$ cat config.mk
export PLATFORM = sky130hd
export DESIGN_NAME = regfile_wb_arbiter_flat
export DESIGN_NICKNAME = d
export VERILOG_FILES = /design/src/rtl/regfile_wb_arbiter_if.sv /design/src/rtl/regfile_wb_arbiter.sv /design/src/flat_wrapper.sv
export SDC_FILE = /design/constraint.sdc
export NUM_CORES = 1
export LEC_CHECK = 0
export ABC_AREA = 1
export BUFFER_PORTS_ARGS = -buffer_cell sky130_fd_sc_hd__buf_2
export CAP_MARGIN = 10
export CORE_ASPECT_RATIO = 0.5
export CORE_MARGIN = 8
export CORE_UTILIZATION = 35
export DETAILED_ROUTE_END_ITERATION = 10
export PLACE_DENSITY = 0.65
export SYNTH_ARGS = -nofsm -noshare
export SYNTH_HDL_FRONTEND = slang
export SYNTH_SLANG_ARGS = --single-unit
$ cat constraint.sdc
create_clock -name clk -period 5.25 [get_ports clk]
set_clock_uncertainty 0.2 [all_clocks]
set_input_delay 0.525 -clock clk [delete_from_list [all_inputs] [get_ports clk]]
set_output_delay 0.525 -clock clk [all_outputs]
set_load 0.02 [all_outputs]
$ cat src/rtl/regfile_wb_arbiter_if.sv
// Writeback bus between the two requester queues and the register file write port.
// master is the requester/register-file side; slave is the arbiter.
interface regfile_wb_arbiter_if #(
  parameter int XLEN = 64
);
  logic            req0_valid;
  logic            req0_ready;
  logic [4:0]      req0_addr;
  logic [XLEN-1:0] req0_data;
  logic            req1_valid;
  logic            req1_ready;
  logic [4:0]      req1_addr;
  logic [XLEN-1:0] req1_data;
  logic            rf_we;
  logic [4:0]      rf_waddr;
  logic [XLEN-1:0] rf_wdata;
  logic            grant1;
  logic            idle;

  modport master (
    output req0_valid, req0_addr, req0_data,
    output req1_valid, req1_addr, req1_data,
    input  req0_ready, req1_ready,
    input  rf_we, rf_waddr, rf_wdata, grant1, idle
  );

  modport slave (
    input  req0_valid, req0_addr, req0_data,
    input  req1_valid, req1_addr, req1_data,
    output req0_ready, req1_ready,
    output rf_we, rf_waddr, rf_wdata, grant1, idle
  );
endinterface

$ cat src/rtl/regfile_wb_arbiter.sv
// Shares the register-file write port between the ALU pipe (requester 0) and the
// load/multiply unit (requester 1): per-requester FIFOs, fixed priority with starvation guard.
module regfile_wb_arbiter #(
  parameter int XLEN       = 64,
  parameter int DEPTH      = 2,
  parameter int STARVE_MAX = 3
) (
  input  logic                 clk,
  input  logic                 rst,
  regfile_wb_arbiter_if.slave  bus
);

  localparam int          AW       = $clog2(DEPTH);
  localparam logic [AW:0] OCC_FULL = (AW+1)'(DEPTH);
  localparam logic [3:0]  SMAX     = 4'(STARVE_MAX);

  function automatic logic [3:0] sat_inc(input logic [3:0] cnt);
    return (cnt >= SMAX) ? SMAX : cnt + 4'd1;
  endfunction

  logic [4:0]      addr0_mem [DEPTH];
  logic [XLEN-1:0] data0_mem [DEPTH];
  logic [4:0]      addr1_mem [DEPTH];
  logic [XLEN-1:0] data1_mem [DEPTH];

  logic [AW-1:0] wp0, rp0, wp1, rp1;
  logic [AW:0]   occ0, occ1;
  logic [3:0]    starve_cnt;

  logic full0, full1, empty0, empty1;
  logic push0, push1, pop0, pop1, sel1;
  logic [4:0]      win_addr;
  logic [XLEN-1:0] win_data;

  logic            vld_p1;
  logic [4:0]      waddr_p1;
  logic [XLEN-1:0] wdata_p1;
  logic            grant1_p1;

  // Stage p0: queue acceptance, storage and head arbitration
  assign full0  = (occ0 == OCC_FULL);
  assign full1  = (occ1 == OCC_FULL);
  assign empty0 = (occ0 == '0);
  assign empty1 = (occ1 == '0);

  assign bus.req0_ready = !full0 && rst;
  assign bus.req1_ready = !full1 && rst;

  // Writes to x0 complete the handshake but never occupy a slot.
  assign push0 = bus.req0_valid && bus.req0_ready && (bus.req0_addr != 5'd0);
  assign push1 = bus.req1_valid && bus.req1_ready && (bus.req1_addr != 5'd0);

  assign sel1 = !empty1 && (empty0 || (starve_cnt == SMAX));
  assign pop1 = sel1;
  assign pop0 = !empty0 && !sel1;

  always_comb begin
    win_addr = addr0_mem[rp0];
    win_data = data0_mem[rp0];
    if (sel1) begin
      win_addr = addr1_mem[rp1];
      win_data = data1_mem[rp1];
    end
  end

  always_ff @(posedge clk) begin
    if (push0) begin
      addr0_mem[wp0] <= bus.req0_addr;
      data0_mem[wp0] <= bus.req0_data;
    end
    if (push1) begin
      addr1_mem[wp1] <= bus.req1_addr;
      data1_mem[wp1] <= bus.req1_data;
    end
  end

  always_ff @(posedge clk or negedge rst) begin
    if (!rst) begin
      wp0        <= '0;
      rp0        <= '0;
      occ0       <= '0;
      wp1        <= '0;
      rp1        <= '0;
      occ1       <= '0;
      starve_cnt <= 4'd0;
    end else begin
      if (push0) wp0 <= wp0 + AW'(1);
      if (pop0)  rp0 <= rp0 + AW'(1);
      occ0 <= occ0 + {{AW{1'b0}}, push0} - {{AW{1'b0}}, pop0};
      if (push1) wp1 <= wp1 + AW'(1);
      if (pop1)  rp1 <= rp1 + AW'(1);
      occ1 <= occ1 + {{AW{1'b0}}, push1} - {{AW{1'b0}}, pop1};
      // Count only grants that requester 1 lost while it was waiting.
      starve_cnt <= (!empty1 && pop0) ? sat_inc(starve_cnt) : 4'd0;
    end
  end

  // Stage p1: registered write port toward the register file
  always_ff @(posedge clk or negedge rst) begin
    if (!rst) begin
      vld_p1    <= 1'b0;
      waddr_p1  <= 5'd0;
      wdata_p1  <= '0;
      grant1_p1 <= 1'b0;
    end else begin
      vld_p1 <= pop0 || pop1;
      if (pop0 || pop1) begin
        waddr_p1  <= win_addr;
        wdata_p1  <= win_data;
        grant1_p1 <= pop1;
      end
    end
  end

  assign bus.rf_we    = vld_p1;
  assign bus.rf_waddr = waddr_p1;
  assign bus.rf_wdata = wdata_p1;
  assign bus.grant1   = grant1_p1;
  assign bus.idle     = empty0 && empty1 && !vld_p1;

endmodule

$ cat src/flat_wrapper.sv
// flat-port wrapper written by rule: the top's interface ports become plain ports
module regfile_wb_arbiter_flat 
#(
  parameter int XLEN       = 64,
  parameter int DEPTH      = 2,
  parameter int STARVE_MAX = 3
)
  (clk, rst, bus_req0_valid, bus_req0_addr, bus_req0_data, bus_req1_valid, bus_req1_addr, bus_req1_data, bus_req0_ready, bus_req1_ready, bus_rf_we, bus_rf_waddr, bus_rf_wdata, bus_grant1, bus_idle);
  regfile_wb_arbiter_if #(.XLEN(XLEN)) bus_i ();
  input  logic clk;
  input  logic rst;
  input wire logic [$bits(bus_i.req0_valid)-1:0] bus_req0_valid;
  input wire logic [$bits(bus_i.req0_addr)-1:0] bus_req0_addr;
  input wire logic [$bits(bus_i.req0_data)-1:0] bus_req0_data;
  input wire logic [$bits(bus_i.req1_valid)-1:0] bus_req1_valid;
  input wire logic [$bits(bus_i.req1_addr)-1:0] bus_req1_addr;
  input wire logic [$bits(bus_i.req1_data)-1:0] bus_req1_data;
  output wire logic [$bits(bus_i.req0_ready)-1:0] bus_req0_ready;
  output wire logic [$bits(bus_i.req1_ready)-1:0] bus_req1_ready;
  output wire logic [$bits(bus_i.rf_we)-1:0] bus_rf_we;
  output wire logic [$bits(bus_i.rf_waddr)-1:0] bus_rf_waddr;
  output wire logic [$bits(bus_i.rf_wdata)-1:0] bus_rf_wdata;
  output wire logic [$bits(bus_i.grant1)-1:0] bus_grant1;
  output wire logic [$bits(bus_i.idle)-1:0] bus_idle;
  assign bus_i.req0_valid = bus_req0_valid;
  assign bus_i.req0_addr = bus_req0_addr;
  assign bus_i.req0_data = bus_req0_data;
  assign bus_i.req1_valid = bus_req1_valid;
  assign bus_i.req1_addr = bus_req1_addr;
  assign bus_i.req1_data = bus_req1_data;
  assign bus_req0_ready = bus_i.req0_ready;
  assign bus_req1_ready = bus_i.req1_ready;
  assign bus_rf_we = bus_i.rf_we;
  assign bus_rf_waddr = bus_i.rf_waddr;
  assign bus_rf_wdata = bus_i.rf_wdata;
  assign bus_grant1 = bus_i.grant1;
  assign bus_idle = bus_i.idle;
  regfile_wb_arbiter #(.XLEN(XLEN), .DEPTH(DEPTH), .STARVE_MAX(STARVE_MAX)) u_core (.clk(clk), .rst(rst), .bus(bus_i));
endmodule
== Word level (Yosys, flattened, before mapping) ==
Memory sizes are Yosys's and may differ from the RTL's.
Cells that the tools add are included.
Word-level totals
  register bits after elaboration: 83
  memory bits (writable): 276
  input port bits: 142
  output and inout port bits: 74
  word-level logic and storage cells: 59
  memories kept: 4
Operators by class
  $add $sub $neg: 9
  $lt $le $gt $ge: 1
  eq/ne operators: 3
  multiplexer cells: 8
  reduce and logical (&&, ||, !) cells: 23
Memory list
  u_core.data0_mem: depth 2, bits a word 64, read ports 1, clocked after memory_dff 0, write ports 1, line regfile_wb_arbiter.sv:22  | logic [XLEN-1:0] data0_mem [DEPTH];
  u_core.data1_mem: depth 2, bits a word 64, read ports 1, clocked after memory_dff 0, write ports 1, line regfile_wb_arbiter.sv:24  | logic [XLEN-1:0] data1_mem [DEPTH];
  u_core.addr0_mem: depth 2, bits a word 5, read ports 1, clocked after memory_dff 0, write ports 1, line regfile_wb_arbiter.sv:21  | logic [4:0] addr0_mem [DEPTH];
  u_core.addr1_mem: depth 2, bits a word 5, read ports 1, clocked after memory_dff 0, write ports 1, line regfile_wb_arbiter.sv:23  | logic [4:0] addr1_mem [DEPTH];
Operator list (number)
  $mux W64: 1
  $logic_and A1 B1 Y1: 11
  $reduce_bool A5 Y1: 2
  $mux W4: 2
  $logic_not A1 Y1: 6
  $mux W5: 1
  $add A1 B1 Y1 const B: 4
  $add A2 B1 Y2: 2
  $add A4 B1 Y4 const B: 1
  $eq A2 B2 Y1 const B: 2
  $eq A4 B2 Y1 const B: 1
  $ge A4 B2 Y1 const B: 1
  $logic_not A2 Y1: 2
  $mux W1: 4
  $sub A2 B1 Y2: 2
  $logic_or A1 B1 Y1: 2

== Depth between registers and ports, before layout ==
Gate-level depths: netlist (run 1).
  depth after elaboration: 7
  gate-level depth with buffers: 11
  gate-level depth less buffers: 10

== Worst setup path before layout (run 1) ==
No wires, ideal clock.
  path type: input port to flip-flop
  start: input port rst
  end: memory u_core.addr1_mem[1][0], enable pin
  library setup time: 497 ps
  arrival: 4039 ps
  data required time: 4553 ps
  setup slack: 514 ps
  stages: 4
  path buffers: 0
  cells stage by stage: inv_1 -> a21oi_1 -> nand3_1 -> nor2_1
Between the ends
  longest elaborated chain between the ends: 5
RTL lines
  start, declared: line flat_wrapper.sv:11  | input logic rst;
  $logic_and A1 B1 Y1: line regfile_wb_arbiter.sv:47  | assign bus.req1_ready = !full1 && rst;
  net bus_req1_ready: line flat_wrapper.sv:19  | output wire logic [$bits(bus_i.req1_ready)-1:0] bus_req1_ready;
  $logic_and A1 B1 Y1 (2 in a row): line regfile_wb_arbiter.sv:51  | assign push1 = bus.req1_valid && bus.req1_ready && (bus.req1_addr != 5'd0);
  $mux W1: line regfile_wb_arbiter.sv:71  | if (push1) begin
  $mux W1 (implied by the code): line regfile_wb_arbiter.sv:72  | addr1_mem[wp1] <= bus.req1_addr;
  end, declared: line regfile_wb_arbiter.sv:23
The timed path passes the listed nets, and every way through them passes these cells.

== Worst setup path in the final report (run 1) ==
  start: input port rst
  end: memory u_core.data1_mem[0][31], enable pin
Between the ends
  longest elaborated chain between the ends: 5
RTL lines
  $logic_and A1 B1 Y1: line regfile_wb_arbiter.sv:47
  $logic_and A1 B1 Y1 (2 in a row): line regfile_wb_arbiter.sv:51
  net u_core.push1: line regfile_wb_arbiter.sv:31  | logic push0, push1, pop0, pop1, sel1;
  $mux W1: line regfile_wb_arbiter.sv:71
  $mux W1 (implied by the code): line regfile_wb_arbiter.sv:73  | data1_mem[wp1] <= bus.req1_data;
  end, declared: line regfile_wb_arbiter.sv:24
The timed path passes the listed nets, and every way through them passes these cells.

==> impl_metrics.csv, run 1 <==
group,metric,value,unit
status,status,"complete, no violations",
placed_design,dp.cells,1888,
floorplanning,die_w,300.5,µm
setup_path,cp_num_buf_inv,6,
clocking,cts.sinks,359,
setup_path,crit_slowest_cell,"dlygate4sd3_1",
synth,avgSynthCellArea,11.97,µm²
synth,syn_inst,1183,
grt,antenna_found_initial,18,
clocking,htreeDepth,2,
grt,grt_first_pass_wirelength,52620,µm
layout,syn2layout_area_growth,24.02,%
clocking,clk_latency,0.51,ns
setup_path,path_delay_family,"buffers and inverters",
floorplanning,initial_core_util,0.3528,
placed_design,place_congestion,0.7649,
route,first_pass_iters,6,
timing,tns,0,ns
setup_path,end_kind,"flip-flop",
setup_path,critical_path_class,"in2reg",
layout,final_common_cell,"nand2_1",
power,irDropWorstVdd,324.0,µV
layout,fill_cells,3672,
clocking,cts_buffers,36,
synth,syn_area,14160,µm²
setup_path,cp_slowest_stage_delay,0.54,ns
flow_run,drv_cap,0,
layout,final_layout_size_suffix_gt1_frac,0.2453,
worst_hold_path,min_path_type,"in2reg",
setup_path,crit_arrival,3.15,ns
timing,rsz0062_at_grt,"no",
route,routed_wl,35040,µm
clocking,cts_resized,0,
floorplanning,fp.dieH,158.2,µm
setup_path,start_kind,"primary input",
timing,worst-slew-pin-transition,0.9000,ns
layout,final_cells,2028,
grt,grt-ovfl-total,0,
timing,fin_crit,3.172,ns
placed_design,place_ws,2.084,ns
grt,grt_pass1_vias,9275,
timing,finalSetupViolCount,0,
floorplanning,num_rows,52,
setup_path,crit_fanout,42,
floorplanning,dieArea,47550,µm²
grt,grt_max_degree,89,
power,power_density,560.2,nW/µm²
clocking,post_cts_buffers,0,
grt,grtUsageTotal,0.1413,
route,wire_per_inst,17.28,µm
clocking,cts_tree,"yes",
synth,yosys_warnings,0,
clocking,clk_pin_slew,0.06,ns
route,num_vias,9445,
route,via_per_inst,4.657,
synth,synth_seq_cells,359,
power,power.leakage,7.149,nW
power,totalPowerFinal,9.839,mW
timing,setup_slack,2.078,ns
placed_design,portBuffers,215,
placed_design,dpl.hpwl,21770,µm
timing,fmax,315.3,MHz
layout,final_cell_mix,"295 x nand2_1, 276 x edfxtp_1, 214 x buf_2",
setup_path,crit_chain,"dlygate4sd3_1 > buf_4 > inv_1 > a21oi_1 > nand3_1 > inv_1 > nand2_1 > inv_2 > buf_12",
timing,fin_crit_sh,0.6042,
route,antenna_left,0,
floorplanning,coreArea,40140,µm²
placed_design,placed_cell_area,15750,µm²
floorplanning,ios,216,
setup_path,required,5.23,ns
layout,finalInstanceArea,17560,µm²
layout,nNetsFinal,1596,
route,detail_route.iter0.violations,692,
clocking,cts_buffer_depth,3,
timing,hold_violations,0,
clocking,clockRootBuffer,"clkbuf_16",
timing,slew_headroom,0.4000,
synth,yosysSeqAreaShare,0.7319,
synth,synth_cell_type_count,27,
timing,maxSlewViolCount,0,
route,drc,0,
setup_path,timing.critical_path.mode_cell,"inv_1",
final cells by class:
class / count / area [µm²] / area share
clock buffer: 51 / 998.5 / 0.05685
tap: 540 / 675.6 / 0.03847
antenna: 12 / 30.03 / 0.001710
inverter: 87 / 329.1 / 0.01873
multi-input combinational: 673 / 3171 / 0.1805
timing repair buffer: 293 / 1849 / 0.1053
sequential: 359 / 10370 / 0.5904
clock inverter: 13 / 141.4 / 0.008050
cells in the mapped netlist (all sizes together):
library cell  instances  area (µm²)
clkbuf               33       127.6
nor2                  9       41.29
ha                    4       50.05
edfxtp              276        8288
nand2               298        1131
buf                  32       204.0
a21oi                 1       5.000
dfrtp                83        2077
nor3                  3       15.01
a211oi                2       15.01
nand3               142       715.7
inv                  87       329.1
conb                  1       3.750
o21ai               139       695.7
and3                  1       6.260
xnor2                 3       26.28
or2                  69       431.7
kinds of logic after synthesis:
logic type / synth area share
XOR/XNOR: 0.001856
AND/OR/NAND/NOR: 0.1653
other: 0.0002648
buffers and inverters: 0.04665
AO/OA/AOI/OAI: 0.05053
adder cells (fa/ha/maj): 0.003534
flip-flops: 0.7319
flip-flops by register name, summed over array words and instances (netlist names):
name                 cells
u_core.bus.rf_wdata     64
u_core.data0_mem       128
u_core.wp0               1
u_core.bus.grant1        1
u_core.occ0              2
u_core.rp0               1
u_core.addr1_mem        10
u_core.wp1               1
u_core.occ1              2
u_core.starve_cnt        4
u_core.data1_mem       128
u_core.bus.rf_we         1
u_core.rp1               1
u_core.bus.rf_waddr      5
u_core.addr0_mem        10
layer usage:
metal,share of wire,GRT usage,vias up
met5,0.0021,0,-
met4,0.032,0.06691,12
met3,0.038,0.02334,78
met2,0.55,0.2600,194
met1,0.38,0.1603,4589
li1,-,-,4572
report_power, final:
group / total [mW] / switching [mW] / internal (mW)
combinational: 3.30 / 2.26 / 1.04
sequential: 4.06 / 0.342 / 3.71
clock: 2.49 / 1.01 / 1.47
repair_timing:
action / 4_1_cts / 5_1_grt
setup endpoints to repair: 0 / 0
hold endpoints to repair: 160 / 0
hold buffers: 64 / 0
worst register-to-register path: stages (launching register included):
cell and delay (ns):
dfrtp_1 0.38, ha_1 0.21, nand2_1 0.10, nand2_4 0.47, nand2_2 0.80, inv_1 0.11, ha_1 0.30, inv_1 0.04
ha_1 0.17, xnor2_1 0.12
through the flow:
stage	hold slack, ns	utilization
after floorplan	0.02941	-
after global placement	0.2553	0.3924
after detailed placement	0.2600	0.3924
after CTS	0.0005838	0.4368
after global routing	0.002930	0.4375
final	0.01387	0.4375
final timing paths:
path | start | to | slack, ns | cells after the start
max | rst | u_core.data1_mem[0][31] | 2.08 | 9
max in group asynchronous | rst | u_core.rp1 | 3.29 | 3
min | bus_req1_data[58] | u_core.data1_mem[1][58] | 0.01 | 1
min in group asynchronous | rst | u_core.bus.grant1 | 0.39 | 2
max reg2reg | u_core.starve_cnt[0] | u_core.occ1[1] | 2.25 | 9
min reg2reg | u_core.bus.rf_wdata[47] | u_core.bus.rf_wdata[47] | 0.27 | 2
Power figures use the tool's default switching activity.
==> inputs of run 2 (changes only) <==
--- a/config.mk
+++ b/config.mk
@@ -5,14 +5,14 @@
 export SDC_FILE = /design/constraint.sdc
 export NUM_CORES = 1
 export LEC_CHECK = 0
-export ABC_AREA = 1
+export ABC_AREA = 0
 export BUFFER_PORTS_ARGS = -buffer_cell sky130_fd_sc_hd__buf_2
 export CAP_MARGIN = 10
 export CORE_ASPECT_RATIO = 0.5
 export CORE_MARGIN = 8
 export CORE_UTILIZATION = 35
 export DETAILED_ROUTE_END_ITERATION = 10
-export PLACE_DENSITY = 0.65
+export PLACE_DENSITY = 0.67
 export SYNTH_ARGS = -nofsm -noshare
 export SYNTH_HDL_FRONTEND = slang
 export SYNTH_SLANG_ARGS = --single-unit
==> constraint.sdc (replaced) <==
create_clock -name clk -period 2.9 [get_ports clk]
set_clock_uncertainty 0.2 [all_clocks]
set_input_delay 0.29 -clock clk [delete_from_list [all_inputs] [get_ports clk]]
set_output_delay 0.29 -clock clk [all_outputs]
set_load 0.02 [all_outputs]
==> run 2 against run 1 <==
Against the previous run:
- area after synthesis fell by 1.3%
- cell count fell by 11%
- via count fell by 1.5%
- hold slack improved by 0.051 ns
- synthesized cell count fell by 25%
- wire length rose by 4.4%
- critical path type unchanged
- combinational power rose by 89%
- critical path depth fell by 3
- register-to-register slack got worse by 2.0 ns
==> impl_metrics.csv, run 2 <==
group,metric,value,unit
synth,synth-async-reset-ratio,0.2312,
placed_design,place_congestion,0.8142,
synth,synth_seq_cells,359,
synth,yosys_warnings,0,
grt,grt-ovfl-total,0,
synth,yosysSeqAreaShare,0.7418,
synth,synthFlopType,"edfxtp_1",
synth,avgSynthCellArea,15.81,µm²
grt,top_usage_layer,"met2",
route,num_vias,9308,
grt,met2_usage,0.2783,
power,power_density,993.9,nW/µm²
floorplanning,die_w,298.6,µm
synth,synth_cell_type_count,34,
clocking,cts.sinks,359,
floorplanning,ios,216,
clocking,cts_resized,0,
setup_path,required,2.83,ns
layout,final_common_cell,"edfxtp_1",
worst_hold_path,hp-start,"bus_req1_valid",
grt,grtUsageMet1,0.1645,
timing,maxSlewViolCount,0,
synth,yosysTopAreaCell,"edfxtp_1",
layout,final_cell_mix,"276 x edfxtp_1, 214 x buf_2, 140 x nor3_1, 140 x dlygate4sd3_1, 81 x dfrtp_1",
flow_run,drv_cap,0,
setup_path,crit_arrival,2.65,ns
synth,syn_area,13970,µm²
layout,final_layout_size_suffix_gt1_frac,0.3020,
worst_hold_path,min_path_type,"in2reg",
clocking,htreeDepth,2,
floorplanning,fp.dieH,157.3,µm
timing,fin_crit,2.723,ns
synth,netlist_top_cells_area,"edfxtp_1 59%, dfrtp_1 15%, mux2_2 5.6%",
grt,grt_pass1_vias,9665,
clocking,clk_pin_slew,0.06,ns
route,first_pass_iters,5,
power,irDropWorstVdd,530.4,µV
layout,final_cells,1798,
floorplanning,initial_core_util,0.3572,
setup_path,start_kind,"primary input",
timing,finalSetupViolCount,0,
timing,tns,0,ns
placed_design,dpl.hpwl,23020,µm
route,detail_route.iter0.violations,691,
setup_path,r2r-start,"u_core.occ0[0]",
grt,grtUsageTotal,0.1470,
grt,grt_max_degree,96,
timing,fmax,367.2,MHz
layout,finalInstanceArea,18250,µm²
clocking,cts_buffers,36,
synth,synth_edf_count,276,
grt,grt_first_pass_wirelength,54810,µm
setup_path,r2r_end,"u_core.data0_mem[1][14]",
worst_hold_path,hold_end,"u_core.wp1",
setup_path,rrSetupSlack,0.28,ns
grt,antenna_found_initial,4,
timing,rsz0062_at_grt,"no",
setup_path,rr_worst_depth,4,
setup_path,end_kind,"flip-flop",
route,routed_wl,36590,µm
status,status,"complete, no violations",
worst_hold_path,holdPathStages,4,
floorplanning,dieArea,46960,µm²
timing,slew_headroom,0.2019,
layout,syn2layout_area_growth,30.62,%
synth,yosys.cell_count.top_type,"edfxtp_1",
route,via_per_inst,5.177,
clocking,clk_latency,0.52,ns
grt,met3_usage,0.02070,
clocking,clockRootBuffer,"clkbuf_16",
clocking,cts_tree,"yes",
clocking,post_cts_buffers,0,
synth,yosysTopAreaCellShare,0.5931,
route,drc,0,
route,wire_per_inst,20.35,µm
clocking,cts_buffer_depth,3,
layout,final_util,0.4666,
placed_design,placed_cell_area,15670,µm²
floorplanning,coreArea,39120,µm²
setup_path,crit_fanout,69,
synth,synth_common_cells,"276 x edfxtp_1, 140 x nor3_1, 83 x dfrtp_1",
timing,fin_crit_sh,0.9390,
layout,nNetsFinal,1383,
placed_design,portBuffers,215,
power,power.leakage,6.508,nW
floorplanning,num_rows,51,
timing,hold_violations,0,
synth,syn_inst,884,
placed_design,dp.cells,1587,
route,antenna_left,0,
setup_path,critical_path_class,"in2reg",
timing,worst-slew-pin-transition,1.192,ns
run 2: worst max-delay path, cell delays in order:
cell and delay [ns]:
dlygate4sd3_1 0.53, buf_4 0.14, buf_4 0.25, and2_1 0.20, o211a_1 0.31, and2_4 0.89
run 2: kinds of logic (layout without fill, tap and decap cells):
family          Yosys count  count (layout)  share of synthesized area
compound gates          148             148                    0.08032
fa+ha+maj                 4               4                   0.003582
simple gates            227             229                    0.08936
flops                   359             359                     0.7418
buf+inv                  69             447                    0.02471
other cells               1               5                  0.0002684
xor+xnor                  7               7                   0.004388
mux                      69              69                    0.05561
run 2: where the power goes:
part | internal [mW] | total [mW] | switching (mW) | leakage [nW]
Combinational | 2.33 | 6.23 | 3.91 | 2.46
Clock | 2.63 | 4.50 | 1.87 | 0.579
Sequential | 6.72 | 7.41 | 0.689 | 3.47
Total | 11.7 | 18.1 | 6.47 | 6.51
run 2: per-layer routing:
layer	wire length [µm]	part of all wire
met1	13500	0.37
met2	20040	0.55
met3	1541	0.042
met4	1490	0.041
met5	12	0.00033
run 2: how the worst max path moves through the flow:
stage / startpoint / end / slack, ns / cells past startpoint
2_1_floorplan: u_core.occ1[0] / u_core.addr1_mem[0][0] / 0.06 / 4
3_3_place_gp: u_core.occ1[0] / u_core.data1_mem[0][41] / 0.14 / 5
3_5_place_dp: u_core.occ1[0] / u_core.data1_mem[0][29] / 0.09 / 5
4_1_cts: rst / u_core.data0_mem[0][11] / 0.08 / 7
5_1_grt: rst / u_core.data0_mem[1][23] / 0.03 / 6
6_report: rst / u_core.data0_mem[1][14] / 0.18 / 6
run 2: final cells by class:
class,instances,area [µm²]
clock inverters,15,105.1
clock buffers,51,1050
repair buffers,379,2735
well taps,530,663.1
inverters,2,7.507
flip-flops and latches,359,10370
diodes,3,7.507
fillers,3271,20860
multi-input cells,459,3314
run 2: repair_timing:
action,4_1_cts,5_1_grt
hold buffers,140,0
setup endpoints to repair,0,78
endpoints found under the hold margin,293,0
run 2: per-stage QoR:
step	hold WS, ns	power [mW]	setup slack, ns
after detailed placement	0.1188	13.55	0.08661
after CTS	0.04254	18.20	0.08315
after global placement	0.1043	13.34	0.1395
final	0.06493	18.14	0.1768
after floorplan	-0.2056	11.47	0.05725
after global routing	0.09015	19.03	0.03463
